--- src/rtl/fetch_ctrl.sv ---
// fetch_ctrl: fetch-stage sequencing controller (next-PC select, redirect arbitration, fence.i, debug halt, icache replay)
// Ports: clk_i/rstn_i clock and async active-low reset; stall_i, redirect sources (commit > exe > decode),
// fence_i_*, debug_*, icache_ready_i/icache_replay_i in; next_pc_sel_o/pc_jump_o select and target,
// invalidate/retry/stall/fence_done/halted pulses and sticky retry_overflow_o out.
module fetch_ctrl #(
    parameter int ADDR_W        = 64,
    parameter int FENCE_TIMEOUT = 255,
    parameter int RETRY_MAX     = 7
) (
    input  logic              clk_i,
    input  logic              rstn_i,
    input  logic              stall_i,
    input  logic              debug_halt_req_i,
    input  logic              debug_resume_i,
    input  logic [ADDR_W-1:0] debug_pc_i,
    input  logic              commit_redirect_valid_i,
    input  logic [ADDR_W-1:0] commit_redirect_pc_i,
    input  logic              exe_mispred_valid_i,
    input  logic [ADDR_W-1:0] exe_mispred_pc_i,
    input  logic              decode_jump_valid_i,
    input  logic [ADDR_W-1:0] decode_jump_pc_i,
    input  logic              fence_i_valid_i,
    input  logic [ADDR_W-1:0] fence_i_next_pc_i,
    input  logic              icache_ready_i,
    input  logic              icache_replay_i,
    output logic [1:0]        next_pc_sel_o,
    output logic [ADDR_W-1:0] pc_jump_o,
    output logic              invalidate_icache_o,
    output logic              invalidate_buffer_o,
    output logic              retry_fetch_o,
    output logic              stall_debug_o,
    output logic              fence_done_o,
    output logic              debug_halted_o,
    output logic              retry_overflow_o
);
    typedef enum logic [1:0] {RUN, FENCE_INV, FENCE_WAIT, HALT} state_t;
    localparam logic [1:0] KEEP = 2'd0, NEXT = 2'd1, JUMP = 2'd2, DEBUG = 2'd3;
    state_t            r_state, w_state_nxt;
    logic [ADDR_W-1:0] r_fence_pc;
    logic [7:0]        r_to_cnt;
    logic [2:0]        r_retry_cnt;
    logic              r_overflow;
    logic              w_fence_take;
    assign retry_overflow_o = r_overflow;
    // Outputs are gated by rstn_i so an asserted reset forces them to idle values at once.
    always_comb begin
        w_state_nxt         = r_state;
        w_fence_take        = 1'b0;
        next_pc_sel_o       = KEEP;
        pc_jump_o           = '0;
        invalidate_icache_o = 1'b0;
        invalidate_buffer_o = 1'b0;
        retry_fetch_o       = 1'b0;
        stall_debug_o       = 1'b0;
        fence_done_o        = 1'b0;
        debug_halted_o      = 1'b0;
        if (rstn_i) begin
            case (r_state)
                RUN: begin
                    if (debug_halt_req_i) begin
                        w_state_nxt = HALT;
                    end else if (fence_i_valid_i) begin
                        // fence shares the commit slot with commit redirects and wins; lower sources drop
                        w_fence_take = 1'b1;
                        w_state_nxt  = FENCE_INV;
                    end else if (commit_redirect_valid_i || exe_mispred_valid_i || decode_jump_valid_i) begin
                        next_pc_sel_o       = JUMP;
                        invalidate_buffer_o = 1'b1;
                        pc_jump_o           = commit_redirect_valid_i ? commit_redirect_pc_i :
                                              exe_mispred_valid_i     ? exe_mispred_pc_i : decode_jump_pc_i;
                    end else begin
                        retry_fetch_o = icache_replay_i;
                        next_pc_sel_o = (stall_i || icache_replay_i) ? KEEP : NEXT;
                    end
                end
                FENCE_INV: begin
                    invalidate_icache_o = 1'b1;
                    invalidate_buffer_o = 1'b1;
                    stall_debug_o       = 1'b1;
                    w_state_nxt         = FENCE_WAIT;
                end
                FENCE_WAIT: begin
                    stall_debug_o = 1'b1;
                    if (icache_ready_i || r_to_cnt == 8'(FENCE_TIMEOUT)) begin
                        next_pc_sel_o = JUMP;
                        pc_jump_o     = r_fence_pc;
                        fence_done_o  = 1'b1;
                        w_state_nxt   = RUN;
                    end
                end
                HALT: begin
                    stall_debug_o  = 1'b1;
                    debug_halted_o = 1'b1;
                    if (debug_resume_i) begin
                        next_pc_sel_o       = DEBUG;
                        pc_jump_o           = debug_pc_i;
                        invalidate_buffer_o = 1'b1;
                        w_state_nxt         = RUN;
                    end
                end
            endcase
        end
    end
    always_ff @(posedge clk_i or negedge rstn_i) begin
        if (!rstn_i) begin
            r_state     <= RUN;
            r_fence_pc  <= '0;
            r_to_cnt    <= '0;
            r_retry_cnt <= '0;
            r_overflow  <= 1'b0;
        end else begin
            r_state  <= w_state_nxt;
            r_to_cnt <= (r_state == FENCE_WAIT) ? r_to_cnt + 8'd1 : 8'd0;
            if (w_fence_take)
                r_fence_pc <= fence_i_next_pc_i;
            // counter saturates at RETRY_MAX; a further replay only raises the sticky flag
            if (next_pc_sel_o != KEEP)
                r_retry_cnt <= '0;
            else if (retry_fetch_o) begin
                if (r_retry_cnt == 3'(RETRY_MAX))
                    r_overflow <= 1'b1;
                else
                    r_retry_cnt <= r_retry_cnt + 3'd1;
            end
        end
    end
endmodule

--- config.mk ---
export PLATFORM = sky130hd
export DESIGN_NAME = fetch_ctrl
export DESIGN_NICKNAME = d
export VERILOG_FILES = /design/src/rtl/fetch_ctrl.sv
export SDC_FILE = /design/constraint.sdc
export NUM_CORES = 1
export LEC_CHECK = 0
export ABC_CLOCK_PERIOD_IN_PS = 1900
export CORE_MARGIN = 2
export CORE_UTILIZATION = 25
export CTS_CLUSTER_SIZE = 25
export DETAILED_ROUTE_END_ITERATION = 12
export GPL_TIMING_DRIVEN = 0
export HOLD_SLACK_MARGIN = 0.03
export PLACE_DENSITY_LB_ADDON = 0.25
export SYNTH_ARGS = -nofsm -noshare
export SYNTH_HDL_FRONTEND = slang
export SYNTH_SLANG_ARGS = --single-unit
--- constraint.sdc ---
create_clock -name clk_i -period 1.9 [get_ports clk_i]
set_input_delay 0.38 -clock clk_i [delete_from_list [all_inputs] [get_ports clk_i]]
set_output_delay 0.38 -clock clk_i [all_outputs]
set_load 0.03 [all_outputs]
==> reports/metrics.csv <==
stage,metric,value,unit
layout,areaGrowthSynthToFinish,96.7,%
power_and_ir_drop,clkPwrFrac,0.177,
logic_synthesis,synth_cell_type_count,38,
sta,rsz0062_at_grt,yes,
routing,vias_per_cell,4.84,
sta,tightest_slew,1.07,ns
logic_synthesis,netlist_area,6050,µm²
critical_path,cp_common_cell,buf_6,
clocking,cts_htree_levels,3,
job,maxCapViolations,0,
layout,fin_util,0.504,
logic_synthesis,synth.most_common_cell,dfrtp_1,
logic_synthesis,synth-edff-count,0,
critical_path,start_kind,flip-flop,
floorplanning,dieHeight,160,µm
layout,n_fill_cell,2300,
critical_path,critPathMaxFanout,10,
sta,skew,0.00878,ns
clocking,cts_made_buffers,9,
power_and_ir_drop,p_int,6120,µW
critical_path,max_stage_delay,0.56,ns
placement,dp_hpwl,22100,µm
floorplanning,start_util,0.256,
sta,timing.fmax,376,MHz
layout,final_nets,1430,
floorplanning,core,23600,µm²
logic_synthesis,synth.avg_cell_area,9.17,µm²
power_and_ir_drop,pwr-share-comb,0.550,
power_and_ir_drop,switching_share,0.393,
logic_synthesis,ys_warn_count,0,
critical_path,critPathRequiredTime,1.52,ns
logic_synthesis,yosysSeqAreaShare,0.323,
placement,portBuffers,403,
critical_path,slowest_stage,or4_4,
grt,grt_pass1_vias,7315,
grt,track_usage,0.215,
logic_synthesis,ys_seq_elements,78,
clocking,clkTransAtPathRegs,0.07,ns
grt,globalRoute.totalOverflow,0,
floorplanning,die_area,25500,µm²
layout,layout-drive-gt1-share,0.325,
logic_synthesis,synth_top_area_share,0.323,
run_status,violations,negative setup slack,
clocking,clock_path_buffers,2,
run_status,status,"finished, violations left",
grt,grt_pass1_wl,42200,µm
sta,setup_ws,-0.762,ns
floorplanning,num_rows,56,
floorplanning,io_pins,404,
logic_synthesis,syn-num-nets,994,
placement,place_inst,1383,
logic_synthesis,synth_cells,660,
sta,timing.final.crit_share,1.40,
power_and_ir_drop,p_leak,0.00461,µW
critical_path,critical_path_class,reg2out,
logic_synthesis,synth_flop_cell,dfrtp_1,
sta,relSlewSlack,0.286,
clocking,cts_sinks,78,
critical_path,cp_cell_sequence,or4_4 > nor2b_4 > buf_12 > buf_6 > a22oi_1 > a21oi_2 > buf_6,
critical_path,endpoint_kind,primary output,
power_and_ir_drop,pwr-share-seq,0.273,
logic_synthesis,synth_top_cell_by_area,dfrtp_1,
logic_synthesis,synth.area.top_cells,"dfrtp_1 32%, mux2_2 12%, mux2i_1 11%",
routing,post_drt_wl_per_cell,19.7,µm
sta,fin_crit,2.66,ns
sta,hold_viol_final,0,
routing,routed_wl,28100,µm
power_and_ir_drop,ir_worst_vdd,0.461,mV
clocking,clock-root-buffer,clkbuf_16,
logic_synthesis,async_reset_ff_frac,1.00,
power_and_ir_drop,p_sw,3960,µW
logic_synthesis,synth_commonest_cells,"78 x dfrtp_1, 68 x nand2_1, 67 x nand3_1, 66 x mux2i_1, 66 x o21ai_0",
sta,setup_viol_count_final,72,
clocking,cts_tree,done,
routing,drc_errors,0,
placement,gp_congestion,0.841,
grt,grt_max_degree,39,
min_path,hold_class,in2async,
routing,antenna_left,0,
routing,vias,6875,
routing,drt_iter0_markers,240,
power_and_ir_drop,pwr_density_cell,847,nW/µm²
routing,dr.pass1.iters,4,
clocking,clkLatencyLatePin,0.35,ns
sta,slew_viol_final,0,
grt,antenna_found_initial,1,
layout,final_cells,1421,
critical_path,arrival,2.28,ns
floorplanning,chipWidth,160,µm
[cell usage in the layout (no fill, tap or decap), types with 5 or more instances in the layout]
cell type and instances:
mux2_2 64, buf_8 9, buf_6 68, nand2_1 67, clkdlybuf4s50_1 328, clkbuf_4 5
buf_4 40, buf_12 10, clkbuf_2 11, a21oi_4 31, clkbuf_1 11, clkbuf_16 9
a22oi_1 23, dfrtp_1 78, a22oi_2 41, nor2_1 10, o21ai_0 65, a21oi_2 35
nand3_1 67, mux2i_1 66
[sequential cells by signal (all words and copies together) (netlist names)]
register	flops
r_to_cnt	8
r_retry_cnt	3
r_state	2
r_fence_pc	64
retry_overflow_o	1
[kinds of logic after synthesis]
kind of cell	synth area share
compound gates	0.246
xor+xnor	0.0101
fa+ha+maj	0.00620
buf+inv	0.0597
flops	0.323
mux	0.228
simple gates	0.127
[per-stage QoR]
step | setup WS (ns) | setup TNS, ns | total power, µW | hold slack (ns) | instance area [µm²]
after floorplan | -0.333 | -18.27 | 5850 | 0.0844 | 6470
after global placement | -4.56 | -755.78 | 7830 | 0.441 | 10900
after detailed placement | -2.43 | -201.94 | 7910 | 0.400 | 10900
after CTS | -0.796 | -50.00 | 10100 | 0.0684 | 11800
after global routing | -0.846 | -53.14 | 10700 | 0.0777 | 11900
final | -0.762 | -48.09 | 10100 | 0.0600 | 11900
[repair_timing]
| action | CTS | global route |
|---|---|---|
| gates resized for setup | 587 | 24 |
| buffers inserted | 13 | 6 |
| hold endpoints to repair | 38 | 0 |
| setup endpoints to repair | 139 | 133 |
| pin swaps | 16 | 13 |
| cloned | 2 | 0 |
| hold buffers | 3 | 0 |
[layout make-up]
class	count	area, µm²	area share
Clock buffer	10	229	0.0192
Antenna cell	1	2.50	0.000210
Inverter	2	7.51	0.000631
Sequential cell	78	1950	0.164
Timing Repair Buffer	427	4350	0.366
Multi-Input combinational cell	512	4280	0.360
Clock inverter	6	68.8	0.00578
Tap cell	319	399	0.0335
Buffer	66	612	0.0514
[final timing paths]
path / from / end / slack, ns / cells after the start
min in group clk_i: retry_overflow_o$_DFFE_PN0P_ / retry_overflow_o$_DFFE_PN0P_ / 0.46 / 1
hold / removal: rstn_i / r_fence_pc[21]$_DFFE_PN0P_ / 0.06 / 3
max in group asynchronous: rstn_i / r_fence_pc[58]$_DFFE_PN0P_ / 0.36 / 3
setup reg to reg: r_state[0]$_DFFE_PN0P_ / r_retry_cnt[1]$_DFFE_PN0P_ / -0.21 / 7
hold reg to reg: retry_overflow_o$_DFFE_PN0P_ / retry_overflow_o$_DFFE_PN0P_ / 0.46 / 1
setup / recovery: r_state[0]$_DFFE_PN0P_ / pc_jump_o[19] / -0.76 / 7
[power by group through the flow]
stage | registers (µW) | clock network, µW | logic, µW
2_1_floorplan | 2650 | 0 | 3200
3_3_place_gp | 2740 | 0 | 5090
3_5_place_dp | 2770 | 0 | 5140
4_1_cts | 2740 | 1840 | 5560
5_1_grt | 2830 | 1910 | 5920
6_report | 2750 | 1790 | 5550
[metal layers]
metal / vias to the layer above / track usage / wire (µm)
li1: 3314 / - / -
met3: 44 / 0.0555 / 1960
met2: 292 / 0.383 / 14000
met5: - / 0 / 0
met1: 3225 / 0.242 / 11000
met4: 0 / 0.0950 / 1050
[worst max-delay path: cells and delay by family (launching register included)]
family | cells | cell delay, ns
simple gates | 2 | 0.77
flops | 1 | 0.38
buf+inv | 3 | 0.50
compound gates | 2 | 0.27
Note: power is estimated with default switching activity, not from simulation.
